<file path="src/rtl/issue_scheduler.sv">
// Tomasulo issue controller: owns ROB head/tail/count and per-class RS occupancy.
// Optional stall statistic enabled by defining STALL_STATS_EN.
module issue_scheduler #(
  parameter int ROB_DEPTH = 8,
  parameter int ROB_AW    = 3,
  parameter int RS_DEPTH  = 3
) (
  input  logic              clk1,
  input  logic              rst,
  input  logic              in_valid,
  output logic              in_ready,
  input  logic [3:0]        in_func,
  input  logic [3:0]        in_rd,
  input  logic [3:0]        in_rs1,
  input  logic [3:0]        in_rs2,
  output logic              iss_valid,
  output logic [1:0]        iss_class,
  output logic [ROB_AW-1:0] iss_tag,
  output logic [1:0]        iss_slot,
  output logic [3:0]        iss_func,
  output logic [3:0]        iss_rd,
  output logic [3:0]        iss_rs1,
  output logic [3:0]        iss_rs2,
  input  logic              rs_free,
  input  logic [1:0]        rs_free_class,
  input  logic [1:0]        rs_free_slot,
  input  logic              commit,
  input  logic              flush,
  output logic [ROB_AW-1:0] rob_head,
  output logic [ROB_AW-1:0] rob_tail,
  output logic [ROB_AW:0]   rob_count,
  output logic              rob_full,
  output logic              rob_empty,
  output logic [1:0]        add_count,
  output logic [1:0]        mul_count,
  output logic [1:0]        bch_count,
  output logic [15:0]       stall_cycles
);

  logic [ROB_AW-1:0]   head, tail;
  logic [ROB_AW:0]     count;
  logic [RS_DEPTH-1:0] add_map, mul_map, bch_map;
  logic [RS_DEPTH-1:0] cls_map, free_mask, acc_mask;
  logic [1:0]          in_class, acc_slot;
  logic                accept, commit_ok;

  function automatic logic [1:0] first_free(input logic [RS_DEPTH-1:0] map);
    logic [1:0] s;
    s = '0;
    for (int i = RS_DEPTH - 1; i >= 0; i--)
      if (!map[i]) s = i[1:0];
    return s;
  endfunction

  function automatic logic [1:0] pop(input logic [RS_DEPTH-1:0] map);
    logic [2:0] n;
    n = '0;
    for (int i = 0; i < RS_DEPTH; i++) n = n + {2'b00, map[i]};
    return n[1:0];
  endfunction

  always_comb begin
    in_class = in_func[3] ? (in_func[2] ? 2'd2 : 2'd1) : 2'd0;
    case (in_class)
      2'd0:    cls_map = add_map;
      2'd1:    cls_map = mul_map;
      default: cls_map = bch_map;
    endcase
  end

  assign rob_full  = (count == (ROB_AW+1)'(ROB_DEPTH));
  assign rob_empty = (count == '0);

  // Handshake: a transfer happens on a rising edge where in_valid && in_ready;
  // in_ready depends only on registered state and in_func, never on in_valid.
  assign in_ready  = !rst && !rob_full && !(&cls_map);
  assign accept    = in_valid && in_ready;
  assign commit_ok = commit && !rob_empty;
  assign acc_slot  = first_free(cls_map);

  // Out-of-range slot indices match no bit, so they are dropped here.
  always_comb begin
    free_mask = '0;
    acc_mask  = '0;
    for (int i = 0; i < RS_DEPTH; i++) begin
      free_mask[i] = rs_free && (rs_free_slot == i[1:0]);
      acc_mask[i]  = accept && (acc_slot == i[1:0]);
    end
  end

  always_ff @(posedge clk1) begin
    if (rst) begin
      head      <= '0;
      tail      <= '0;
      count     <= '0;
      add_map   <= '0;
      mul_map   <= '0;
      bch_map   <= '0;
      iss_valid <= 1'b0;
      iss_class <= '0;
      iss_tag   <= '0;
      iss_slot  <= '0;
      iss_func  <= '0;
      iss_rd    <= '0;
      iss_rs1   <= '0;
      iss_rs2   <= '0;
    end else if (flush) begin
      head      <= '0;
      tail      <= '0;
      count     <= '0;
      add_map   <= '0;
      mul_map   <= '0;
      bch_map   <= '0;
      iss_valid <= 1'b0;
    end else begin
      if (accept) tail <= tail + 1'b1;
      if (commit_ok) head <= head + 1'b1;
      if (accept && !commit_ok) count <= count + 1'b1;
      else if (!accept && commit_ok) count <= count - 1'b1;
      add_map <= (add_map & ~((rs_free_class == 2'd0) ? free_mask : '0))
               | ((in_class == 2'd0) ? acc_mask : '0);
      mul_map <= (mul_map & ~((rs_free_class == 2'd1) ? free_mask : '0))
               | ((in_class == 2'd1) ? acc_mask : '0);
      bch_map <= (bch_map & ~((rs_free_class == 2'd2) ? free_mask : '0))
               | ((in_class == 2'd2) ? acc_mask : '0);
      iss_valid <= accept;
      if (accept) begin
        iss_class <= in_class;
        iss_tag   <= tail;
        iss_slot  <= acc_slot;
        iss_func  <= in_func;
        iss_rd    <= in_rd;
        iss_rs1   <= in_rs1;
        iss_rs2   <= in_rs2;
      end
    end
  end

  assign rob_head  = head;
  assign rob_tail  = tail;
  assign rob_count = count;
  assign add_count = pop(add_map);
  assign mul_count = pop(mul_map);
  assign bch_count = pop(bch_map);

`ifdef STALL_STATS_EN
  logic [15:0] stall_q;
  always_ff @(posedge clk1) begin
    if (rst || flush) stall_q <= '0;
    else if (in_valid && !in_ready && stall_q != 16'hFFFF) stall_q <= stall_q + 16'd1;
  end
  assign stall_cycles = stall_q;
`else
  assign stall_cycles = 16'd0;
`endif

endmodule
</file>
<file path="config.mk">
export PLATFORM = sky130hd
export DESIGN_NAME = issue_scheduler
export DESIGN_NICKNAME = d
export VERILOG_FILES = /design/src/rtl/issue_scheduler.sv
export SDC_FILE = /design/constraint.sdc
export NUM_CORES = 1
export LEC_CHECK = 0
export ABC_AREA = 1
export CAP_MARGIN = 5
export CORE_ASPECT_RATIO = 0.5
export CORE_UTILIZATION = 43
export CTS_BUF_LIST = sky130_fd_sc_hd__clkbuf_2
export DETAILED_ROUTE_END_ITERATION = 8
export GPL_TIMING_DRIVEN = 1
export PLACE_DENSITY_LB_ADDON = 0.05
export SLEW_MARGIN = 5
export SYNTH_ARGS = -nofsm -noshare
export SYNTH_HDL_FRONTEND = slang
export SYNTH_SLANG_ARGS = --single-unit
</file>
<file path="constraint.sdc">
create_clock -name clk1 -period 2.9 [get_ports clk1]
set_clock_uncertainty 0.05 [all_clocks]
set_input_delay 0.58 -clock clk1 [delete_from_list [all_inputs] [get_ports clk1]]
set_output_delay 0.58 -clock clk1 [all_outputs]
set_load 0.005 [all_outputs]
</file>
# Word-level counts from Yosys, hierarchy flattened
# Cells that the tools add are included.
# totals
out_inout_bits,59
inputBits,26
elab_cells,84
register_bits,43
# op_classes
eq_ne,9
n_bitwise,10
n_reduce_logical,27
addsub,10
mux,14
# ops
operator,n
$mux 3,6
$logic_and 1x1->1,12
$mux 2,5
$and 3x3->3,3
$not 3->3,3
$or 3x3->3,3
$eq 2x1->1 const B,4
$eq 2x2->1 const B,4
$logic_not 2->1,4
$mux 4,2
$add 1x1->2,3
$add 2x1->2,3
$add 3x1->3 const B,2
$logic_not 1->1,6
$pmux 3 s2,1
$add 4x1->4 const B,1
$eq 4x4->1 const B,1
$logic_not 4->1,1
$sub 4x1->4 const B,1
$reduce_and 3->1,1
$reduce_and 2->1,1
$reduce_bool 2->1,1
$reduce_or 2->1,1
$not 1->1,1

# Depth between registers and ports, before layout
# Gate-level depths: netlist of the first run.
# logic_depth
ltp_word,12
depth_mapped,21
depth_no_buf,20

# Worst setup path after synthesis of the first run
# OpenSTA, ideal clock, no wires.
# synth_path
path_type,input to register
from,input in_func[3]
to,"register count[3], in the netlist rob_count[3]"
required_ps,2737
setup_slack_ps,335
setup_time_ps,113
stages,19
t_arrival_ps,2403
cell_sequence,buf_4 inv_4 nand2_1 nand3_1 nor2_1 nor2_1 nand2_1 inv_1 ha_1 inv_1 ha_1 nand2_1 nand2_1 a21oi_1 nor2_1 nor2_1 nand2_1 nor2_1 nor2_1
# synth_via
elab_chain_len,10
elab_cells_between_ends,13
classes_between,eq/ne (1); mux (3); reduce/logical (9)
# synth_rtl
item,line_no,rtl
from (decl),12,"input logic [3:0] in_func,"
$mux 2 *,63,in_class = in_func[3] ? (in_func[2] ? 2'd2 : 2'd1) : 2'd0;
$eq 2x1->1 / $logic_not 2->1 (equally long branches),64,case (in_class)
$pmux 3 s2 *,64,
$reduce_and 3->1 *,76,assign in_ready = !rst && !rob_full && !(&cls_map);
$logic_not 1->1 *,76,
$logic_and 1x1->1 *,76,
$logic_and 1x1->1 *,77,assign accept = in_valid && in_ready;
net accept,45,"logic accept, commit_ok;"
$logic_not 1->1,119,else if (!accept && commit_ok) count <= count - 1'b1;
$logic_and 1x1->1,119,
$reduce_bool 2->1 (no line),n/a,
to (signal assigned),118,if (accept && !commit_ok) count <= count + 1'b1;
to (signal assigned),119,
to (decl),41,logic [ROB_AW:0] count;
# Mark *: on every way through the listed nets, which the timed path passes. The rest lies on a longest branch.
# A chain may end at the register's enable or synchronous reset.

# Worst setup path in the final report of the first run
# layout_path
from,input in_func[3]
to,output in_ready
# layout_via
elab_chain_len,6
elab_cells_between_ends,7
classes_between,eq/ne (1); mux (2); reduce/logical (4)
# layout_rtl
item,line_no,rtl
$mux 2 *,63,
$eq 2x1->1 / $logic_not 2->1 (equally long branches),64,
$pmux 3 s2 *,64,
$reduce_and 3->1 *,76,
$logic_not 1->1 *,76,
$logic_and 1x1->1 *,76,
to (decl),11,"output logic in_ready,"
# Mark *: on every way between the ends. The rest lies on a longest branch, timed or not.

==> metrics.yaml, run 1 <==
outcome:
  outcome: "finished clean"
timing:
  fmax_mhz: 359
  setup_viol: 0
  slew_viol_final: 0
  hold_violations: 0
  layout_setup_ws_ns: 0.113
  hold_ws_ns: 0.418
  finalCritPeriodShare_pct: 96.1
  grt_setup_unrepaired: "false"
  maxSlewHeadroom_pct: 56.5
  tns_ns: 0
  worst_pin_slew_ns: 0.651
  layout_min_cycle_time_ns: 2.79
die:
  die-area_um2: 5570
  num_rows: 18
  die_h_um: 53.3
  start_util_pct: 45.2
  core_area_um2: 5000
  io-pin-count: 85
  fp.dieW_um: 105
worst_setup_path:
  worstSetupPathType: "primary input to output port"
  worstPathMaxFanout: 10
  r2r_cells: 20
  startpoint_type: "primary input"
  crit_required_ns: 2.27
  cp-end-kind: "output port"
  crit_arrival_ns: 2.16
yosys:
  synth.area.top_cells: "dfxtp_1 38%, nand2_1 12%, nor2_1 9.6%, inv_1 8.6%, buf_4 6.3%"
  netlist_area_um2: 2260
  syn_inst: 329
  yosysUniqueCellTypes: 23
  synth_warnings: 0
  yosysTopAreaCellShare_pct: 38.1
  synth_top_area_cell: "dfxtp_1"
  synth-seq-cells: 43
  avgSynthCellArea_um2: 6.88
  yosysSeqAreaShare_pct: 38.1
clocking:
  postCtsSetupRepairBufs: 0
  cts_root_buffer: "clkbuf_2"
  path_clk_slew_ns: 0.19
  clock_latency_ns: 0.39
  cts-hold-fix-buffers: 0
  cts_tree: "built"
  cts_num_sinks: 43
  cts_buffers: 5
  clock_tree.buffer_depth: 2
  h-tree-depth: 2
placed_design:
  place_area_um2: 3000
  port_buffers: 68
  hpwl_um: 3660
  gp_congestion: 0.831
  dp_slack_ns: -0.308
  dp_cells: 470
route:
  wirelength_um: 4850
  route.detailed.wl_per_inst_um: 10.1
  drt_iter0_drc: 107
  drc: 0
  ant_nets: 0
  drtPass1Iterations: 4
  vias: 2105
  routed_via_density: 4.40
pwr:
  power_leakage_nw: 1.49
  p_clk_share_pct: 20.9
  p_seq_share_pct: 54.8
  p_comb_share_pct: 24.4
  internal_power_uw: 826
  ir_worst_vdd_mv: 0.221
  cellPowerDensity_nw_per_um2: 384
  switching_share_pct: 29.2
  p_sw_uw: 340
run:
  maxCapViolCount: 0
global_route:
  grt_start_max_net_pins: 46
  gr-usage-all-layers_pct: 17.8
  grt_pass1_vias: 1888
  antenna_found_initial: 0
  grt_pass1_wl_um: 7900
  grt_overflow: 0
cells_and_area:
  fin_area_um2: 3040
  fill_cells: 491
  regArea_um2: 862
  multi_input_area_um2: 1060
  final_common_cell: "nand2_1"
  num_antenna_cells: 0
  final_nets: 442
  drive_gt1_share_pct: 7.35
  stdcell_count: 478
  area_growth_pct: 34.4
  final_cell_mix: "73 x nand2_1, 66 x clkdlybuf4s50_1, 58 x nor2_1"
min_path:
  hold_class: "flip-flop to flip-flop"
  holdPathStages: 2
## area by class of cell
type | instances | share of cell area, %
multi-input cells | 219 | 34.8
repair buffers | 82 | 25.8
inverters | 56 | 7.00
clock buffers | 6 | 0.988
well taps | 70 | 2.88
flip-flops and latches | 43 | 28.4
clock inverters | 2 | 0.247
## state kept, by name, summed over array words and instances (netlist names)
signal     flops
add_map        3
bch_map        3
iss_class      2
iss_func       4
iss_rd         4
iss_rs1        4
iss_rs2        4
iss_slot       2
iss_tag        3
iss_valid      1
mul_map        3
rob_count      4
rob_head       3
rob_tail       3
## stage by stage
stage	total power, mW	utilization [%]
3_5_place_dp	0.936	60.1
2_1_floorplan	0.808	-
6_report	1.17	60.8
4_1_cts	1.18	60.8
5_1_grt	1.24	60.8
3_3_place_gp	0.929	60.1
## power groups by stage
stage / clock network, mW / logic, mW / registers [mW]
6_report: 0.243 / 0.284 / 0.639
5_1_grt: 0.281 / 0.319 / 0.644
4_1_cts: 0.252 / 0.287 / 0.639
3_5_place_dp: 0 / 0.285 / 0.650
3_3_place_gp: 0 / 0.279 / 0.650
2_1_floorplan: 0 / 0.157 / 0.651
## critical path, cell delays in order
cell	delay (ns)
dlygate4sd2_1	0.40
inv_4	0.07
nand2_1	0.09
nand3_2	0.10
nand2_2	0.08
nor2_1	0.04
nor2_1	0.12
buf_4	0.18
clkdlybuf4s50_1	0.50
## cells in the mapped netlist
library cell	instances
inv_1	52
clkbuf_1	2
fa_1	4
xor2_1	3
a21oi_1	15
nand2_2	2
nand3_1	15
dfxtp_1	43
nor2_1	58
nand3_2	1
buf_6	2
nand2_1	73
nand4_1	9
inv_2	3
inv_4	1
conb_1	1
nor2_2	1
nand4_4	1
ha_1	5
o21ai_1	1
buf_2	3
buf_4	19
o21ai_0	15
## cells by family after synthesis
group	after synthesis	share of synthesized area (%)
compound gates	31	6.86
flops	43	38.1
buf+inv	82	17.7
other cells	1	0.166
fa+ha+maj	9	6.31
simple gates	160	29.8
xor+xnor	3	1.16
## timing repair
action,4_1_cts,5_1_grt
endpoints found under the setup margin,1,1
resized for setup,2,1
pin swaps,0,0
## routing by layer
metal | vias up | track usage [%] | wire [um]
met2 | 64 | 31.2 | 2170
met1 | 917 | 22.6 | 2360
met4 | 0 | 4.23 | 14
met5 | - | 0 | 0
met3 | 2 | 4.31 | 308
li1 | 1122 | - | -
## final timing paths
check	from	to	slack (ns)
setup / recovery	in_func[3]	in_ready	0.11
hold / removal	rob_head[2]	rob_head[2]	0.42
setup reg to reg	rob_count[1]	rob_count[3]	0.44
hold reg to reg	rob_head[2]	rob_head[2]	0.42
(Power assumes the default switching activity.)
==> run 2, diff against run 1 <==
Settings changed: CORE_UTILIZATION 43 to 46, CTS_CLUSTER_DIAMETER set to 30.
==> metrics.yaml, run 2 (same netlist as run 1, synthesis figures left out) <==
die:
  core_area_um2: 4550  # -9.0%
  fp.dieW_um: 101  # -3.3%
  die_h_um: 51.6  # -3.2%
  num_rows: 17  # -1
  io-pin-count: 85  # unchanged
  start_util_pct: 49.7  # +4.5 points
  die-area_um2: 5220  # -6.3%
worst_setup_path:
  rr_endpoint: "rob_count[3]"
  worstPathMaxFanout: 8  # -2
  r2r_start: "rob_count[0]"
  r2r_cells: 20  # unchanged
  crit_required_ns: 3.21  # +0.94 ns
  crit_arrival_ns: 3.05  # +0.89 ns
  cp-end-kind: "flip-flop"
  startpoint_type: "primary input"
  worstSetupPathType: "primary input to flip-flop"
  reg2reg_slack_ns: 0.37  # -0.07 ns
global_route:
  antenna_found_initial: 0  # unchanged
  gr-usage-all-layers_pct: 21.3  # +3.5 points
  grt_pass1_vias: 2047  # +8.4%
  grt_pass1_wl_um: 8620  # +9.1%
  grt_overflow: 0  # unchanged
  grt_start_max_net_pins: 46  # unchanged
pwr:
  ir_worst_vdd_mv: 0.235  # +6.0%
  power_leakage_nw: 1.52  # +1.9%
  cellPowerDensity_nw_per_um2: 413  # +7.6%
placed_design:
  dp_cells: 468  # -0.43%
  place_area_um2: 3010  # +0.33%
  port_buffers: 68  # unchanged
  hpwl_um: 3890  # +6.2%
  gp_congestion: 0.875  # +5.3%
timing:
  maxSlewHeadroom_pct: 57.5  # +0.98 points
  slew_viol_final: 0  # unchanged
  fmax_mhz: 366  # +1.9%
  layout_min_cycle_time_ns: 2.73  # -0.0525 ns
  grt_setup_unrepaired: "false"
  hold_violations: 0  # unchanged
  worst_pin_slew_ns: 0.637  # -0.0146 ns
  setup_viol: 0  # unchanged
  finalCritPeriodShare_pct: 94.3  # -1.8 points
clocking:
  path_clk_slew_ns: 0.21  # +0.02 ns
  clock_tree.buffer_depth: 2  # unchanged
  cts_tree: "built"
  cts_root_buffer: "clkbuf_2"
  clock_latency_ns: 0.41  # +0.02 ns
  h-tree-depth: 2  # unchanged
  cts-hold-fix-buffers: 0  # unchanged
  cts_num_sinks: 43  # unchanged
  cts_buffers: 5  # unchanged
min_path:
  min-delay-start: "rob_head[2]"
  holdPathStages: 2  # unchanged
  holdPathEnd: "rob_head[2]"
  hold_class: "flip-flop to flip-flop"
cells_and_area:
  stdcell_count: 477  # -0.21%
  final_cell_mix: "73 x nand2_1, 67 x clkdlybuf4s50_1, 58 x nor2_1"
  utilization_pct: 67.9  # +7.1 points
  fin_area_um2: 3090  # +1.7%
  final_nets: 445  # +0.68%
  final_common_cell: "nand2_1"
  area_growth_pct: 36.7
  num_antenna_cells: 0  # unchanged
  drive_gt1_share_pct: 8.27  # +0.92 points
route:
  drtPass1Iterations: 4  # unchanged
  route.detailed.wl_per_inst_um: 10.9  # +7.2%
  drc: 0  # unchanged
  vias: 2175  # +3.3%
  ant_nets: 0  # unchanged
  routed_via_density: 4.56  # +3.5%
  wirelength_um: 5190  # +6.9%
  drt_iter0_drc: 83  # -22%
run:
  maxCapViolCount: 0  # unchanged
outcome:
  outcome: "finished clean"
## run 2: timing repair
| item | CTS | global route |
|---|---|---|
| gates cloned | 0 | 0 |
| gates resized for setup | 2 | 1 |
| pin swaps | 1 | 0 |
| setup endpoints to repair | 1 | 1 |
| buffers inserted | 1 | 0 |
## run 2: how the worst max path moves through the flow
stage | start | end | slack (ns)
finish | in_func[3] | rob_count[3] | 0.17
global route | in_func[3] | rob_count[3] | 0.02
CTS | in_func[3] | rob_count[3] | 0.18
detailed placement | in_func[3] | rob_count[3] | -0.27
global placement | in_func[3] | rob_count[3] | -0.10
floorplan | in_func[3] | rob_count[3] | 0.33
## run 2: critical path, cell delays in order
cell and delay, ns:
clkdlybuf4s50_1 0.48, buf_6 0.14, inv_4 0.04, nand2_1 0.08
nand3_2 0.09, nand2_2 0.09, nor2_1 0.05, nor2_1 0.13
nand2_1 0.09, inv_1 0.07, ha_1 0.16, inv_1 0.07
ha_1 0.27, nand2_1 0.08, nand2_1 0.07, a21oi_2 0.13
nor2_1 0.06, nor2_1 0.12, nand2_1 0.08, nand2_1 0.06
nand2_1 0.04, nor2_1 0.07
## run 2: area by class of cell
cell class              instances  area, um^2
flip-flops and latches         43         861
clock buffers                   5        25.0
well taps                      66        82.6
repair buffers                 85         811
clock inverters                 3        38.8
fillers                       389        1460
inverters                      56         213
multi-input cells             219        1060
## run 2: metrics by stage
step | worst slack (ns) | hold slack (ns) | total power, mW | setup TNS (ns)
after floorplan | 0.335 | 0.401 | 0.808 | 0
after global placement | -0.104 | 0.394 | 0.931 | -0.278
after detailed placement | -0.274 | 0.399 | 0.940 | -0.664
after CTS | 0.180 | 0.425 | 1.28 | 0
after global routing | 0.0232 | 0.442 | 1.35 | 0
final | 0.165 | 0.423 | 1.28 | 0
## run 2: layer usage
metal | GRT usage [%] | vias to the layer above | share of wire, %
li1 | - | 1131 | -
met1 | 24.5 | 970 | 45
met2 | 40.5 | 69 | 48
met3 | 4.97 | 5 | 6.2
met4 | 5.31 | 0 | 0.52
met5 | 0 | - | 0
## run 2: where the power goes
| group | switching (mW) | internal (mW) | leakage, nW |
|---|---|---|---|
| combinational | 0.141 | 0.154 | 1.13 |
| sequential | 0.0188 | 0.620 | 0.350 |
| clock | 0.202 | 0.142 | 0.0404 |
| total | 0.361 | 0.915 | 1.52 |
